--- src/rtl/bits_reassembler.sv ---
// Rebuilds a WIDTH-bit word from a serial stream of (position, bit) pairs.
// Protocol violations, upstream error markers and mid-frame stalls latch a sticky error.
module bits_reassembler #(
    parameter int               WIDTH     = 32,
    parameter int               LOG_WIDTH = 5,
    parameter logic [WIDTH-1:0] ERRORCODE = 32'hDEADBEEF,
    parameter int               TIMEOUT   = 16
) (
    input  logic             clk,
    input  logic             reset,
    input  logic [WIDTH-1:0] in_data,
    input  logic             in_nd,
    output logic [WIDTH-1:0] out_data,
    output logic             out_nd,
    output logic             error,
    output logic [1:0]       err_cause
);

    localparam int CW = $clog2(TIMEOUT + 1);
    localparam logic [WIDTH-1:0]     TOP_POS = WIDTH'(WIDTH - 1);
    localparam logic [LOG_WIDTH-1:0] POS_MAX = LOG_WIDTH'(WIDTH - 1);
    localparam logic [CW-1:0]        IDLE_LAST = CW'(TIMEOUT - 1);

    typedef enum logic [1:0] {
        S_IDLE,
        S_EXP_VAL,
        S_EXP_POS,
        S_ERR
    } state_t;

    state_t               r_state;
    logic [LOG_WIDTH-1:0] r_pos;
    logic [WIDTH-1:0]     r_shift;
    logic [CW-1:0]        r_idle;
    logic [WIDTH-1:0]     r_out_data;
    logic                 r_out_nd;
    logic                 r_error;
    logic [1:0]           r_cause;

    state_t               w_state_nxt;
    logic [1:0]           w_cause_nxt;
    logic [CW-1:0]        w_idle_nxt;
    logic                 w_start;
    logic                 w_store;
    logic                 w_done;
    logic                 w_enter_err;
    logic                 w_is_err;
    logic                 w_is_bit;
    logic                 w_pos_match;
    logic                 w_idle_hit;
    logic [WIDTH-1:0]     w_word;

    assign w_is_err    = (in_data == ERRORCODE);
    assign w_is_bit    = (in_data[WIDTH-1:1] == '0);
    assign w_pos_match = (in_data == {{(WIDTH-LOG_WIDTH){1'b0}}, r_pos});
    assign w_idle_hit  = (r_idle == IDLE_LAST);
    assign w_enter_err = (w_state_nxt == S_ERR) && (r_state != S_ERR);

    // Completed word: shift register with the final bit merged in.
    always_comb begin
        w_word        = r_shift;
        w_word[r_pos] = in_data[0];
    end

    // Next-state decode; error marker outranks sequence checks.
    always_comb begin
        w_state_nxt = r_state;
        w_cause_nxt = 2'd0;
        w_idle_nxt  = '0;
        w_start     = 1'b0;
        w_store     = 1'b0;
        w_done      = 1'b0;
        unique case (r_state)
            S_IDLE: begin
                if (in_nd) begin
                    if (w_is_err) begin
                        w_state_nxt = S_ERR;
                        w_cause_nxt = 2'd1;
                    end else if (in_data == TOP_POS) begin
                        w_state_nxt = S_EXP_VAL;
                        w_start     = 1'b1;
                    end else begin
                        w_state_nxt = S_ERR;
                        w_cause_nxt = 2'd2;
                    end
                end
            end
            S_EXP_VAL: begin
                if (in_nd) begin
                    if (w_is_err) begin
                        w_state_nxt = S_ERR;
                        w_cause_nxt = 2'd1;
                    end else if (w_is_bit) begin
                        w_store = 1'b1;
                        if (r_pos == '0) begin
                            w_done      = 1'b1;
                            w_state_nxt = S_IDLE;
                        end else begin
                            w_state_nxt = S_EXP_POS;
                        end
                    end else begin
                        w_state_nxt = S_ERR;
                        w_cause_nxt = 2'd2;
                    end
                end else if (w_idle_hit) begin
                    w_state_nxt = S_ERR;
                    w_cause_nxt = 2'd3;
                end else begin
                    w_idle_nxt = r_idle + 1'b1;
                end
            end
            S_EXP_POS: begin
                if (in_nd) begin
                    if (w_is_err) begin
                        w_state_nxt = S_ERR;
                        w_cause_nxt = 2'd1;
                    end else if (w_pos_match) begin
                        w_state_nxt = S_EXP_VAL;
                    end else begin
                        w_state_nxt = S_ERR;
                        w_cause_nxt = 2'd2;
                    end
                end else if (w_idle_hit) begin
                    w_state_nxt = S_ERR;
                    w_cause_nxt = 2'd3;
                end else begin
                    w_idle_nxt = r_idle + 1'b1;
                end
            end
            S_ERR: begin
                w_state_nxt = S_ERR;
            end
            default: begin
                w_state_nxt = S_IDLE;
            end
        endcase
    end

    // State, datapath and sticky error registers.
    always_ff @(posedge clk) begin
        if (reset) begin
            r_state    <= S_IDLE;
            r_pos      <= '0;
            r_shift    <= '0;
            r_idle     <= '0;
            r_out_data <= '0;
            r_out_nd   <= 1'b0;
            r_error    <= 1'b0;
            r_cause    <= 2'd0;
        end else begin
            r_state  <= w_state_nxt;
            r_idle   <= w_idle_nxt;
            r_out_nd <= w_done;
            if (w_start) begin
                r_shift <= '0;
                r_pos   <= POS_MAX;
            end
            if (w_store) begin
                r_shift[r_pos] <= in_data[0];
                if (r_pos != '0) begin
                    r_pos <= r_pos - 1'b1;
                end
            end
            if (w_done) begin
                r_out_data <= w_word;
            end
            if (w_enter_err) begin
                r_error <= 1'b1;
                r_cause <= w_cause_nxt;
            end
        end
    end

    assign out_data  = r_out_data;
    assign out_nd    = r_out_nd;
    assign error     = r_error;
    assign err_cause = r_cause;

endmodule

--- config.mk ---
export PLATFORM = sky130hd
export DESIGN_NAME = bits_reassembler
export DESIGN_NICKNAME = d
export VERILOG_FILES = /design/src/rtl/bits_reassembler.sv
export SDC_FILE = /design/constraint.sdc
export NUM_CORES = 1
export LEC_CHECK = 0
export CAP_MARGIN = 40
export CORE_MARGIN = 3
export CORE_UTILIZATION = 45
export CTS_BUF_LIST = sky130_fd_sc_hd__clkbuf_4 sky130_fd_sc_hd__clkbuf_8 sky130_fd_sc_hd__clkbuf_16
export DETAILED_ROUTE_END_ITERATION = 7
export PLACE_DENSITY = 0.68
export SYNTH_ARGS = -nofsm -noshare
export SYNTH_HDL_FRONTEND = slang
export SYNTH_SLANG_ARGS = --single-unit
export TNS_END_PERCENT = 10
--- constraint.sdc ---
create_clock -name clk -period 2.5 [get_ports clk]
set_input_delay 0.5 -clock clk [delete_from_list [all_inputs] [get_ports clk]]
set_output_delay 0.5 -clock clk [all_outputs]
set_load 0.02 [all_outputs]
==> impl_metrics.py <==
metrics = {
    "layout": {
        "most_common_cell_after_layout_fill_and_taps_aside": "sky130_fd_sc_hd__dfxtp_1",
        "flow.area_growth_from_synthesis_pct": 29.7,
        "final_nets": 628,
        "area.sequential_sq_um": 1580,
        "insertedDiodeCount": 0,
        "design_area_sq_um": 5510,
        "layout-drive-gt1-share_pct": 16.9,
        "multi_input_gate_area_in_the_final_layout_sq_um": 2450,
        "most-common-layout-cells": "sky130_fd_sc_hd__dfxtp_1 (79), sky130_fd_sc_hd__clkdlybuf4s50_1 (67), sky130_fd_sc_hd__buf_4 (45), sky130_fd_sc_hd__nor2_1 (42), sky130_fd_sc_hd__nand3_1 (39)",
        "finalCoreUtilization_pct": 61.6,
        "num-fill-cells": 809,
    },
    "sta": {
        "postLayoutSetupSlackWorst_ns": 0.0721,
        "totalNegativeSetupSlack_ns": 0,
        "post-route-min-period_ns": 2.43,
        "final_hold_viol_count": 0,
        "grt_setup_unrepaired": "yes",
        "final_max_slew_viol_count": 0,
        "fin_crit_sh_pct": 97.1,
        "timing_worst_slew_pin_value_ns": 0.798,
        "clock.fmax_ghz": 0.412,
        "timing.clock.skew_ns": 0.00642,
        "setup_viol": 0,
        "max_slew_margin_pct": 46.8,
        "worst_hold_slack_ns": 0.454,
    },
    "placement": {
        "place_worst_setup_slack_ns": -0.376,
        "gp_routability_congestion": 0.905,
        "placedInstanceArea_sq_um": 5170,
        "post-dp-hpwl_mm": 8.06,
        "port-buffer-count": 70,
    },
    "hold_path": {
        "hp-start": "out_data[0]$_SDFFE_PP0P_",
        "hold_path_depth": 2,
        "worstHoldPathType": "reg -> reg",
        "worstHoldEndpoint": "out_data[0]$_SDFFE_PP0P_",
    },
    "clock_tree": {
        "cts_htree_levels": 3,
        "cts-buffers-inserted": 9,
        "numClockSinks": 79,
        "tritoncts": "built",
        "clockRootBuffer": "sky130_fd_sc_hd__clkbuf_8",
        "clock_insertion_delay_worst_skew_ns": 0.34,
        "max-clock-path-buffers": 2,
        "hold_buffers": 0,
        "cts.clk_slew.worst_paths_ns": 0.08,
    },
    "setup_path": {
        "crit_path_cell_trace": "clkdlybuf4s50_1 > nor4_4 > nand2_2 > nor4_4 > buf_6 > nand3_4 > buf_4 > a311oi_1 > nor3_1",
        "crit_path_start_kind": "input port",
        "worst_ep_arrival_time_ns": 2.63,
        "crit_path_end_kind": "flop",
        "critical-path-slowest-cell": "sky130_fd_sc_hd__clkdlybuf4s50_1",
        "worst_path_most_repeated_cell": "sky130_fd_sc_hd__nor4_4",
        "worst_reg_to_reg_setup_slack_ns": 0.30,
        "largest_stage_delay_on_the_critical_path_ns": 0.48,
        "path_class": "in -> reg",
        "critPathMaxFanout": 10,
        "worst-r2r-cell-count": 9,
        "cp.required_ns": 2.70,
        "r2r_endpoint": "out_data[20]$_SDFFE_PP0P_",
        "r2r_start": "r_state[1]$_SDFF_PP0_",
    },
    "synthesis": {
        "syn-cell-area_sq_um": 4250,
        "synth.net_count": 550,
        "yosysTopAreaCellShare_pct": 37.3,
        "synth_largest_area_cell": "sky130_fd_sc_hd__dfxtp_1",
        "synth.ff_latch_count": 79,
        "number_of_distinct_library_cell_variants_in_the_gate_level_netlist_after_synthesis": 55,
        "postSynth.asyncResetShare_pct": 0,
        "postSynth.topFlopCell": "sky130_fd_sc_hd__dfxtp_1",
        "synth_enable_flop_cells": 0,
        "synth-warning-count": 0,
        "syn_inst": 503,
        "synthTopCellsByArea": "sky130_fd_sc_hd__dfxtp_1 (37%), sky130_fd_sc_hd__a311oi_1 (6.2%), sky130_fd_sc_hd__o211ai_1 (5.7%)",
        "mean_instance_size_in_the_synthesized_netlist_sq_um": 8.44,
        "synth_sequential_area_ratio_pct": 37.3,
    },
    "die": {
        "core_area_sq_um": 8930,
        "initial_utilization_pct": 47.5,
        "die_outline_area_sq_um": 10600,
        "io_pins": 71,
        "fp-row-count": 34,
        "dieWidth_um": 103,
        "dieHeight_um": 103,
    },
    "detailed_routing": {
        "antenna_left": 0,
        "wl_per_cell_um": 16.9,
        "via_count": 4111,
        "remaining_drc_errors": 0,
        "drt_wl_total_mm": 11.7,
        "wl_met2_mm": 5.82,
        "detail_route.vias_per_cell": 5.92,
        "dr_wl_met3_um": 539,
        "firstDrtPassIters": 4,
        "dr.max_layer_used": "met4",
        "number_of_drc_markers_after_the_initial_detailed_route_iteration": 224,
        "drt-met1-wl_mm": 5.29,
    },
    "grt": {
        "grt-ovfl-total": 0,
        "grt_pass1_wl_mm": 19.3,
        "grt_antenna_before_repair": 0,
        "first_global_vias": 3942,
        "maximum_number_of_pins_on_one_net_before_global_route_repair": 75,
        "track_usage_pct": 22.7,
    },
    "run": {
        "timing.max_cap.violations": 0,
    },
    "status": {
        "status": "finished clean",
    },
    "pwr": {
        "p_per_area_nw_per_um2": 486,
        "max-vdd-ir-drop_v": 0.000322,
        "power.static_leakage_uw": 0.00181,
    },
}
==> worst max-delay path by stage <==
stage           startpoint                        end  slack [ns]  depth (start not counted)
6_report        in_data[1]  out_data[20]$_SDFFE_PP0P_        0.07                          9
5_1_grt        in_data[20]  err_cause[1]$_SDFFE_PP0P_      -0.009                          8
4_1_cts         in_data[6]  out_data[10]$_SDFFE_PP0P_       0.007                         10
3_5_place_dp    in_data[6]  out_data[14]$_SDFFE_PP0P_       -0.38                         10
3_3_place_gp    in_data[6]  out_data[26]$_SDFFE_PP0P_       -0.33                          9
2_1_floorplan   in_data[6]        r_pos[2]$_SDFF_PP0_        0.22                          6
==> synth_stat cells, drive strengths merged, types with 2 or more instances <==
cell,n
and2,6
nor4,15
a21oi,38
dfxtp,79
o31ai,2
nand4,8
o21ai,2
a311oi,30
a211oi,2
nand2,17
a21boi,31
ha,12
buf,19
o21bai,3
nor3,37
inv,10
clkbuf,34
o22ai,2
nor2,42
o211ai,32
and3,5
o21a,2
xnor2,6
nand3,40
or2,4
mux2i,2
or3,3
nor3b,3
==> registers in the layout (all words and copies together), names as in the netlist <==
name       cells
err_cause      2
r_shift       31
out_data      32
r_idle         5
out_nd         1
r_state        2
error          1
r_pos          5
==> cells by family after synthesis <==
group / count (synthesis) / synth area share [%]
XOR/XNOR: 7 / 1.44
flip-flops: 79 / 37.3
adder cells (fa/ha/maj): 12 / 3.54
multiplexers: 3 / 0.737
AND/OR/NAND/NOR: 185 / 23.4
AO/OA/AOI/OAI: 154 / 26.3
buffers and inverters: 63 / 7.34
==> area by class of cell <==
type	instances	share of cell area, %
flip-flops and latches	79	28.7
clock buffers	9	2.25
inverters	10	0.682
repair buffers	120	20.1
well taps	108	2.45
multi-input cells	361	44.5
clock inverters	7	1.34
==> power by group <==
| part | leakage (uW) | internal (uW) | switching (uW) |
|---|---|---|---|
| Clock | 0.0000992 | 463 | 483 |
| Sequential | 0.000637 | 1280 | 22.8 |
| Combinational | 0.00107 | 203 | 223 |
==> layer usage <==
metal,global-route usage [%],up-vias
met5,0,-
met4,7.07,0
met3,3.32,8
met2,37.5,120
met1,30.7,1947
li1,-,2036
==> worst max-delay path, delay by kind of cell <==
kind / cells / cell delay [ns]
AO/OA/AOI/OAI: 1 / 0.34
buffers and inverters: 3 / 0.87
AND/OR/NAND/NOR: 5 / 0.93
==> what timing repair did <==
action | CTS | global route
pin swaps | 0 | 5
buffers inserted | 0 | 3
gates resized for setup | 2 | 18
setup endpoints to repair | 2 | 70
==> through the flow <==
| step | instances | total power [uW] |
|---|---|---|
| 6_report | 694 | 2680 |
| 2_1_floorplan | 503 | 1570 |
| 3_3_place_gp | 675 | 1720 |
| 5_1_grt | 694 | 2800 |
| 4_1_cts | 691 | 2670 |
| 3_5_place_dp | 675 | 1730 |
Power figures use the tool's default switching activity.
